===== src/rtl/rr_arb_mux.sv =====
// rr_arb_mux: N-channel arbitrating multiplexer. A fixed-priority or
// round-robin arbiter picks one valid producer, and the winning beat is
// captured in a single output register that holds until the sink accepts it.
module rr_arb_mux #(
   parameter  int WIDTH = 4,
   parameter  int NCH   = 4,
   localparam int SEL_W = (NCH > 2) ? $clog2(NCH) : 1
) (
   input  logic                 clk,
   input  logic                 rst_n,
   input  logic                 mode,
   input  logic [NCH-1:0]       in_valid,
   input  logic [NCH*WIDTH-1:0] in_data,
   output logic [NCH-1:0]       in_ready,
   input  logic                 out_ready,
   output logic                 out_valid,
   output logic [WIDTH-1:0]     out_data,
   output logic [SEL_W-1:0]     out_sel,
   output logic [NCH-1:0]       out_grant
);

   // Pointer starts at the last channel so the first round-robin grant is 0.
   localparam logic [SEL_W-1:0] PTR_RST = SEL_W'(NCH - 1);

   logic             r_valid;
   logic [WIDTH-1:0] r_data;
   logic [SEL_W-1:0] r_sel;
   logic [SEL_W-1:0] r_ptr;
   logic [NCH-1:0]   r_grant;

   logic             w_ld;
   logic             w_any;
   logic [SEL_W-1:0] w_win;
   logic [NCH-1:0]   w_win_oh;
   logic [WIDTH-1:0] w_data;

   // The output register can take a new beat when empty or being drained.
   assign w_ld = !r_valid || out_ready;

   // Winner search. Loops run from the far end down so the highest-priority
   // candidate is the last one assigned. In round-robin the candidate index
   // is ptr+k folded once at NCH (ptr < NCH, k <= NCH), so the search wraps
   // at NCH even when NCH is not a power of two.
   always_comb begin
      int idx;
      w_any = 1'b0;
      w_win = '0;
      idx   = 0;
      if (!mode) begin
         for (int i = NCH - 1; i >= 0; i--) begin
            if (in_valid[SEL_W'(i)]) begin
               w_any = 1'b1;
               w_win = SEL_W'(i);
            end
         end
      end else begin
         for (int k = NCH; k >= 1; k--) begin
            idx = int'(r_ptr) + k;
            if (idx >= NCH) idx = idx - NCH;
            if (in_valid[SEL_W'(idx)]) begin
               w_any = 1'b1;
               w_win = SEL_W'(idx);
            end
         end
      end
   end

   // Decode the winner and gate the per-channel accept. Reset forces all
   // accepts low so nothing is consumed while the register is cleared.
   for (genvar g = 0; g < NCH; g++) begin : g_ch
      assign w_win_oh[g] = (w_win == SEL_W'(g));
      assign in_ready[g] = rst_n && w_ld && w_any && w_win_oh[g];
   end

   // Data mux of the winning channel.
   always_comb begin
      w_data = '0;
      for (int i = 0; i < NCH; i++) begin
         if (w_win == SEL_W'(i)) w_data = in_data[i*WIDTH +: WIDTH];
      end
   end

   // Output stage and fairness pointer: load on transfer, empty on idle
   // load (data/sel keep their last values), hold everything otherwise.
   always_ff @(posedge clk or negedge rst_n) begin
      if (!rst_n) begin
         r_valid <= 1'b0;
         r_data  <= '0;
         r_sel   <= '0;
         r_grant <= '0;
         r_ptr   <= PTR_RST;
      end else if (w_ld) begin
         if (w_any) begin
            r_valid <= 1'b1;
            r_data  <= w_data;
            r_sel   <= w_win;
            r_grant <= w_win_oh;
            r_ptr   <= w_win;
         end else begin
            r_valid <= 1'b0;
            r_grant <= '0;
         end
      end
   end

   assign out_valid = r_valid;
   assign out_data  = r_data;
   assign out_sel   = r_sel;
   assign out_grant = r_grant;

endmodule


===== config.mk =====
export PLATFORM = sky130hd
export DESIGN_NAME = rr_arb_mux
export DESIGN_NICKNAME = d
export VERILOG_FILES = /design/src/rtl/rr_arb_mux.sv
export SDC_FILE = /design/constraint.sdc
export NUM_CORES = 1
export LEC_CHECK = 0
export CAP_MARGIN = 20
export CORE_MARGIN = 1
export CORE_UTILIZATION = 40
export DETAILED_ROUTE_END_ITERATION = 6
export HOLD_SLACK_MARGIN = 0.06
export PLACE_DENSITY = 0.79
export SLEW_MARGIN = 20
export SYNTH_ARGS = -nofsm -noshare
export SYNTH_HDL_FRONTEND = slang
export SYNTH_SLANG_ARGS = --single-unit

===== constraint.sdc =====
create_clock -name clk -period 2.5 [get_ports clk]
set_input_delay 0.5 -clock clk [delete_from_list [all_inputs] [get_ports clk]]
set_output_delay 0.5 -clock clk [all_outputs]
set_load 0.02 [all_outputs]

==> results of run 1 <==
## layout make-up
type	count	area share
Clock buffer	4	0.0190
Inverter	2	0.00542
Multi-Input combinational cell	67	0.341
Sequential cell	13	0.237
Tap cell	25	0.0226
Timing Repair Buffer	58	0.375
## what timing repair did
item	CTS	global route
pin swaps	9	3
buffers inserted	1	1
gates resized for setup	24	4
setup endpoints to repair	4	4
gates cloned	0	0
## path summary, 6_finish.rpt
kind,from,cells past startpoint,to,slack (ps)
max,in_valid[1],8,in_ready[2],60
min,out_data[1],2,out_data[1],490
max reg2reg,r_ptr[1],8,out_data[2],580
min reg2reg,out_data[1],2,out_data[1],490
max in group asynchronous,rst_n,2,r_ptr[1],1670
min in group asynchronous,rst_n,2,out_grant[2],620
## per-stage QoR
step / worst slack [ps] / cell area (µm²)
floorplan: 243 / 812
global placement: -639 / 1340
detailed placement: -677 / 1340
CTS: 33.6 / 1360
global route: 10.8 / 1380
finish: 63.3 / 1380
## flip-flops by register name, summed over array words and instances, names as in the netlist
| signal | count |
|---|---|
| out_data | 4 |
| out_grant | 4 |
| out_sel | 2 |
| out_valid | 1 |
| r_ptr | 2 |
## kinds of logic (layout without fill, tap and decap cells)
family | Yosys count | in the layout
and+or+nand+nor | 41 | 41
AOI/OAI and AO/OA | 26 | 26
DFF | 13 | 13
buffers and inverters | 5 | 64
## critical path: stages
cell           delay, ps
dlygate4sd2_1        270
buf_4                150
nor3b_1              140
a211oi_2             310
and2_4               210
nand3_1               90
nor2_1               120
buf_4                150
## power groups by stage
stage	sequential, mW	clock, mW	combinational, mW
2_1_floorplan	0.305	0	0.114
3_3_place_gp	0.271	0	0.305
3_5_place_dp	0.272	0	0.314
4_1_cts	0.268	0.139	0.316
5_1_grt	0.271	0.147	0.342
6_report	0.268	0.139	0.322
## synthesized netlist by cell type, types with 2 or more instances
library cell,n,area share
a211oi_1,8,0.074
a21o_1,2,0.018
a22o_1,2,0.022
and3_1,8,0.062
dfrtp_1,11,0.34
dfstp_2,2,0.065
inv_1,2,0.0092
nand2_1,10,0.046
nand2b_1,2,0.015
nand3_1,3,0.018
nor2_1,8,0.037
o31ai_1,4,0.037
or2_1,2,0.015
or3b_1,2,0.022
## per-layer routing
| metal | global-route usage | vias up | part of all wire |
|---|---|---|---|
| met1 | 0.314 | 448 | 0.41 |
| li1 | - | 439 | - |
| met3 | 0.0346 | 4 | 0.045 |
| met4 | 0.0514 | 0 | 0.0074 |
| met5 | 0 | - | 0 |
| met2 | 0.483 | 31 | 0.54 |
==> run metrics, run 1 <==
combinational share of power=0.442; RSZ-0062 raised after global routing=false; CTS Buffer Depth=2; final core utilization=0.760; LEAKAGE=0.636 nW; synthesis-to-finish area growth=70.4%; clk root buf=clkbuf_4; Syn Area/Cell=about 9.6 µm²; n_diodes=0; XOR/XNOR Fraction of Synth Area=0; Final HPWL DP=a little over 2000 µm; fin crit period=approximately 2400 ps; Syn. warnings=0; setup TNS=0 ps; CP arrival=about 1900 ps; Synth Area in Compound Gates=0.293; PwrDens=about 530 nW/µm²; fraction of layout cells with a size suffix above 1=0.243; Post-synth ARST share=1.00; vias per cell=5.46; PortBufs=38; Nets=roughly 170; Top FF cell, synth=dfrtp_1; Fin. Hold Viols=0; WS Path Type=in2out; die height=between 40 and 50 µm; clock share of power=0.190; WL per Instance=15.1 µm; DRT Wirelength=2560 µm; FF+latch area=328 µm²; die area=approximately 2200 µm²; Max Fanout on Critical Path=5; crit share post-route=0.975; Multi-input gate area=472 µm²; EDFF count, synth=0; sequential fraction of design power=0.368; antenna violations before repair=0; sequential fraction of the synthesis area=0.404; Cells after DPL=about 160; placeable core area=approximately 1800 µm²; # setup viols final=0; switching fraction of total power=0.347; antenna-violating nets left=0; HP Class=reg2reg; DRT iter0 DRCs=25; Power, Total=about 730 µW; data required time of the critical path=roughly 2000 ps; Slew Viols, Final=0; Tot GR Track Use=0.258; boundary pin count=39; Worst Setup Start Kind=input port; most common cell after layout, fill and taps aside=clkdlybuf4s50_1; most frequent cells in the layout=29 x clkdlybuf4s50_1, 22 x buf_4, 11 x dfrtp_1; Net Switching=253 µW; Initial DRT Pass Iterations=4; Peak VDD IR=about 0.45 mV; DRC Markers=0; clk_lat worst skew=roughly 280 ps; total grt overflow=0; gpl congestion=about 0.77; pin count of the biggest net entering global routing=12; Num CTS Buffers=3; global-route wire length before repair=between 4000 and 5000 µm; Fmax achieved=between 0.4 and 0.5 GHz; htree depth=1; simple-gate share of the synthesized area=0.267; # fillers=between 100 and 150; net count after synthesis=109; run status=complete, no violations; Internal=about 480 µW; Mapped Area=roughly 810 µm²; Horiz. Die Dim=approximately 47 µm; largest family of logic cells by synthesized area=compound AO/OA/AOI/OAI gates; Post-Syn Instances=85; post-synthesis register bit count=13; Crit. End Element=output pin; proportion of synthesized area in mux cells=0; CTS tree=done; worst rel slew slack=0.727; Tightest Pin Transition=between 400 and 500 ps; post-synthesis adder-cell area fraction=0; vias post-DR=just over 900; Rows=15; synth unique cells=33; Finished Layout Cells=~170; Starting Density=0.446; hold_buf cts=0; clock skew=between 3 and 4 ps; max-cap viol count=0; Clock Pin Slew Worst Setup and Hold Paths=roughly 90 ps; vias in the first global route=just over 900; minimum hold slack=between 400 and 500 ps; clk sinks=13
No activity file was read; power rests on OpenSTA's default activity.
==> run 2: changes to the inputs <==
- CAP_MARGIN: 20 -> unset
- clock period: 2.5 -> 2.28 ns (I/O delays scaled with it)
==> run 2 against run 1 <==
The run now ends with negative setup slack left. Global-route usage is 1.6 points higher. Clock skew down 0.83 ps. Worst hold slack gained 7.4 ps. Non-clock buffer count rose by 6. Final cell count up 3.6%. Clock power is 14% higher. Register-to-register slack lost 300 ps. Core utilization is 2.2 points higher. Worst setup slack worse by 98 ps. Combinational power grew 17%. Sequential power rose by 9.3%. Total power grew 14%. Critical endpoint unchanged. Largest cell class unchanged.
==> run metrics, run 2 (synthesized netlist as in run 1, its figures left out) <==
Clock Pin Slew Worst Setup and Hold Paths=90 ps (about the same); Nets=175 (+3.6%); Horiz. Die Dim=47.1 µm (unchanged); final worst setup slack=-34.6 ps (-97.9 ps); max-cap viol count=0 (unchanged); clk_lat worst skew=290 ps (about the same); Multi-input gate area=474 µm² (+0.53%); crit share post-route=1.02; PwrDens=582 nW/µm² (+10%); critical path's slowest cell=dfstp_2; CP Depth=5 (-3); Rows=15 (unchanged); FF+latch area=328 µm² (unchanged); cells on worst reg2reg path=6 (-2); buffers and inverters on the worst path=1 (-2); PortBufs=38 (unchanged); die height=47.1 µm (unchanged); Fin. Hold Viols=0 (unchanged); boundary pin count=39 (unchanged); Max Fanout on Critical Path=5 (unchanged); Tightest Pin Transition=317 ps (-91.9 ps); Num CTS Buffers=3 (unchanged); hold_buf cts=0 (unchanged); htree depth=1 (unchanged); failing checks=negative setup slack; data required time of the critical path=1820 ps (-180 ps); antenna violations before repair=0 (unchanged); worst rel slew slack=0.788 (+0.0603); total grt overflow=0 (unchanged); clk root buf=clkbuf_4; Tot GR Track Use=0.275 (+0.0163); Worst Setup Start Kind=register; # setup viols final=2 (+2); clock skew=2.43 ps (-0.833 ps); WS Path Type=reg2out; fin crit period=about 2300 ps; hold-critical path depth=2 (unchanged); antenna-violating nets left=0 (unchanged); pin count of the biggest net entering global routing=12 (unchanged); HP Class=reg2reg; Slew Viols, Final=0 (unchanged); global-route wire length before repair=4150 µm (+3.8%); DRC Markers=0 (unchanged); CP arrival=1860 ps (-80 ps); setup TNS=-68.9 ps (-68.9 ps); fraction of layout cells with a size suffix above 1=0.293 (+0.0503); n_diodes=0 (unchanged); placeable core area=1820 µm² (unchanged); DRT iter0 DRCs=28 (+12%); LEAKAGE=0.655 nW (+2.9%); Design Area, Final=1420 µm² (+2.9%); # fillers=134 (-2.9%); run status=finished, violations left; synthesis-to-finish area growth=75.3%; DRT Wirelength=2780 µm (+8.6%); CTS Buffer Depth=2 (unchanged); Fmax achieved=0.432 GHz; vias per cell=5.51 (+1.1%); WL per Instance=15.9 µm (+4.9%); most frequent cells in the layout=29 x clkdlybuf4s50_1, 29 x buf_4, 11 x dfrtp_1; vias in the first global route=1005 (+7.9%); Starting Density=0.446 (unchanged); vias post-DR=965 (+4.7%); Peak VDD IR=0.375 mV (-17%); Initial DRT Pass Iterations=4 (unchanged); clk sinks=13 (unchanged); DP Area=1360 µm² (+1.7%); crit-path cells=or3b_1 > o2111a_1 > a311o_1 > nor2_1 > buf_4; gpl congestion=0.805 (+4.8%); Final HPWL DP=2060 µm (+1.9%); RSZ-0062 raised after global routing=true; kind of cell adding the most delay to the critical path=compound AO/OA/AOI/OAI gates; CTS tree=done; die area=2210 µm² (unchanged); Critical Path Max Stage Delay=400 ps (+90 ps); Crit. End Element=output pin
[run 2: report_power, final]
part	switching, mW	internal, mW
registers	0.0233	0.270
clock network	0.0900	0.0680
logic	0.178	0.199
total	0.291	0.537
[run 2: path summary, 6_finish.rpt]
kind | endpoint | start | slack (ps)
min in group asynchronous | out_sel[0] | rst_n | 550
setup / recovery | in_ready[2] | r_ptr[1] | -30
hold / removal | out_data[1] | out_data[1] | 490
hold reg to reg | out_data[1] | out_data[1] | 490
setup reg to reg | out_grant[0] | r_ptr[1] | 280
max in group asynchronous | r_ptr[1] | rst_n | 1530
[run 2: through the flow]
step,setup WS [ps],util,hold slack (ps),cells,power [mW]
after detailed placement,-802,0.746,467,166,0.649
final,-34.6,0.782,493,175,0.828
after global placement,-766,0.746,462,166,0.641
after CTS,-32.1,0.774,489,174,0.814
after global routing,-102,0.782,513,175,0.859
after floorplan,111,-,160,85,0.459
[run 2: per-layer routing]
| metal | vias up | GRT usage | wire (µm) |
|---|---|---|---|
| met5 | - | 0 | 0 |
| met3 | 4 | 0.0577 | 134 |
| li1 | 451 | - | - |
| met4 | 0 | 0.131 | 28 |
| met1 | 471 | 0.304 | 1130 |
| met2 | 39 | 0.497 | 1490 |
[run 2: timing repair]
action,4_1_cts,5_1_grt
buffers inserted,4,1
endpoints found under the hold margin,0,0
gates resized for setup,29,7
endpoints found under the setup margin,4,4
pin swaps,9,5
[run 2: layout make-up]
| type | count | share of cell area |
|---|---|---|
| clock buffers | 4 | 0.0185 |
| inverters | 2 | 0.00527 |
| repair buffers | 64 | 0.391 |
| multi-input cells | 67 | 0.333 |
| flip-flops and latches | 13 | 0.230 |
| well taps | 25 | 0.0220 |
[run 2: worst min-delay path: stages, from the launching register on]
cell and delay, ps:
dfrtp_1 350, nand2_1 50, o31ai_1 60
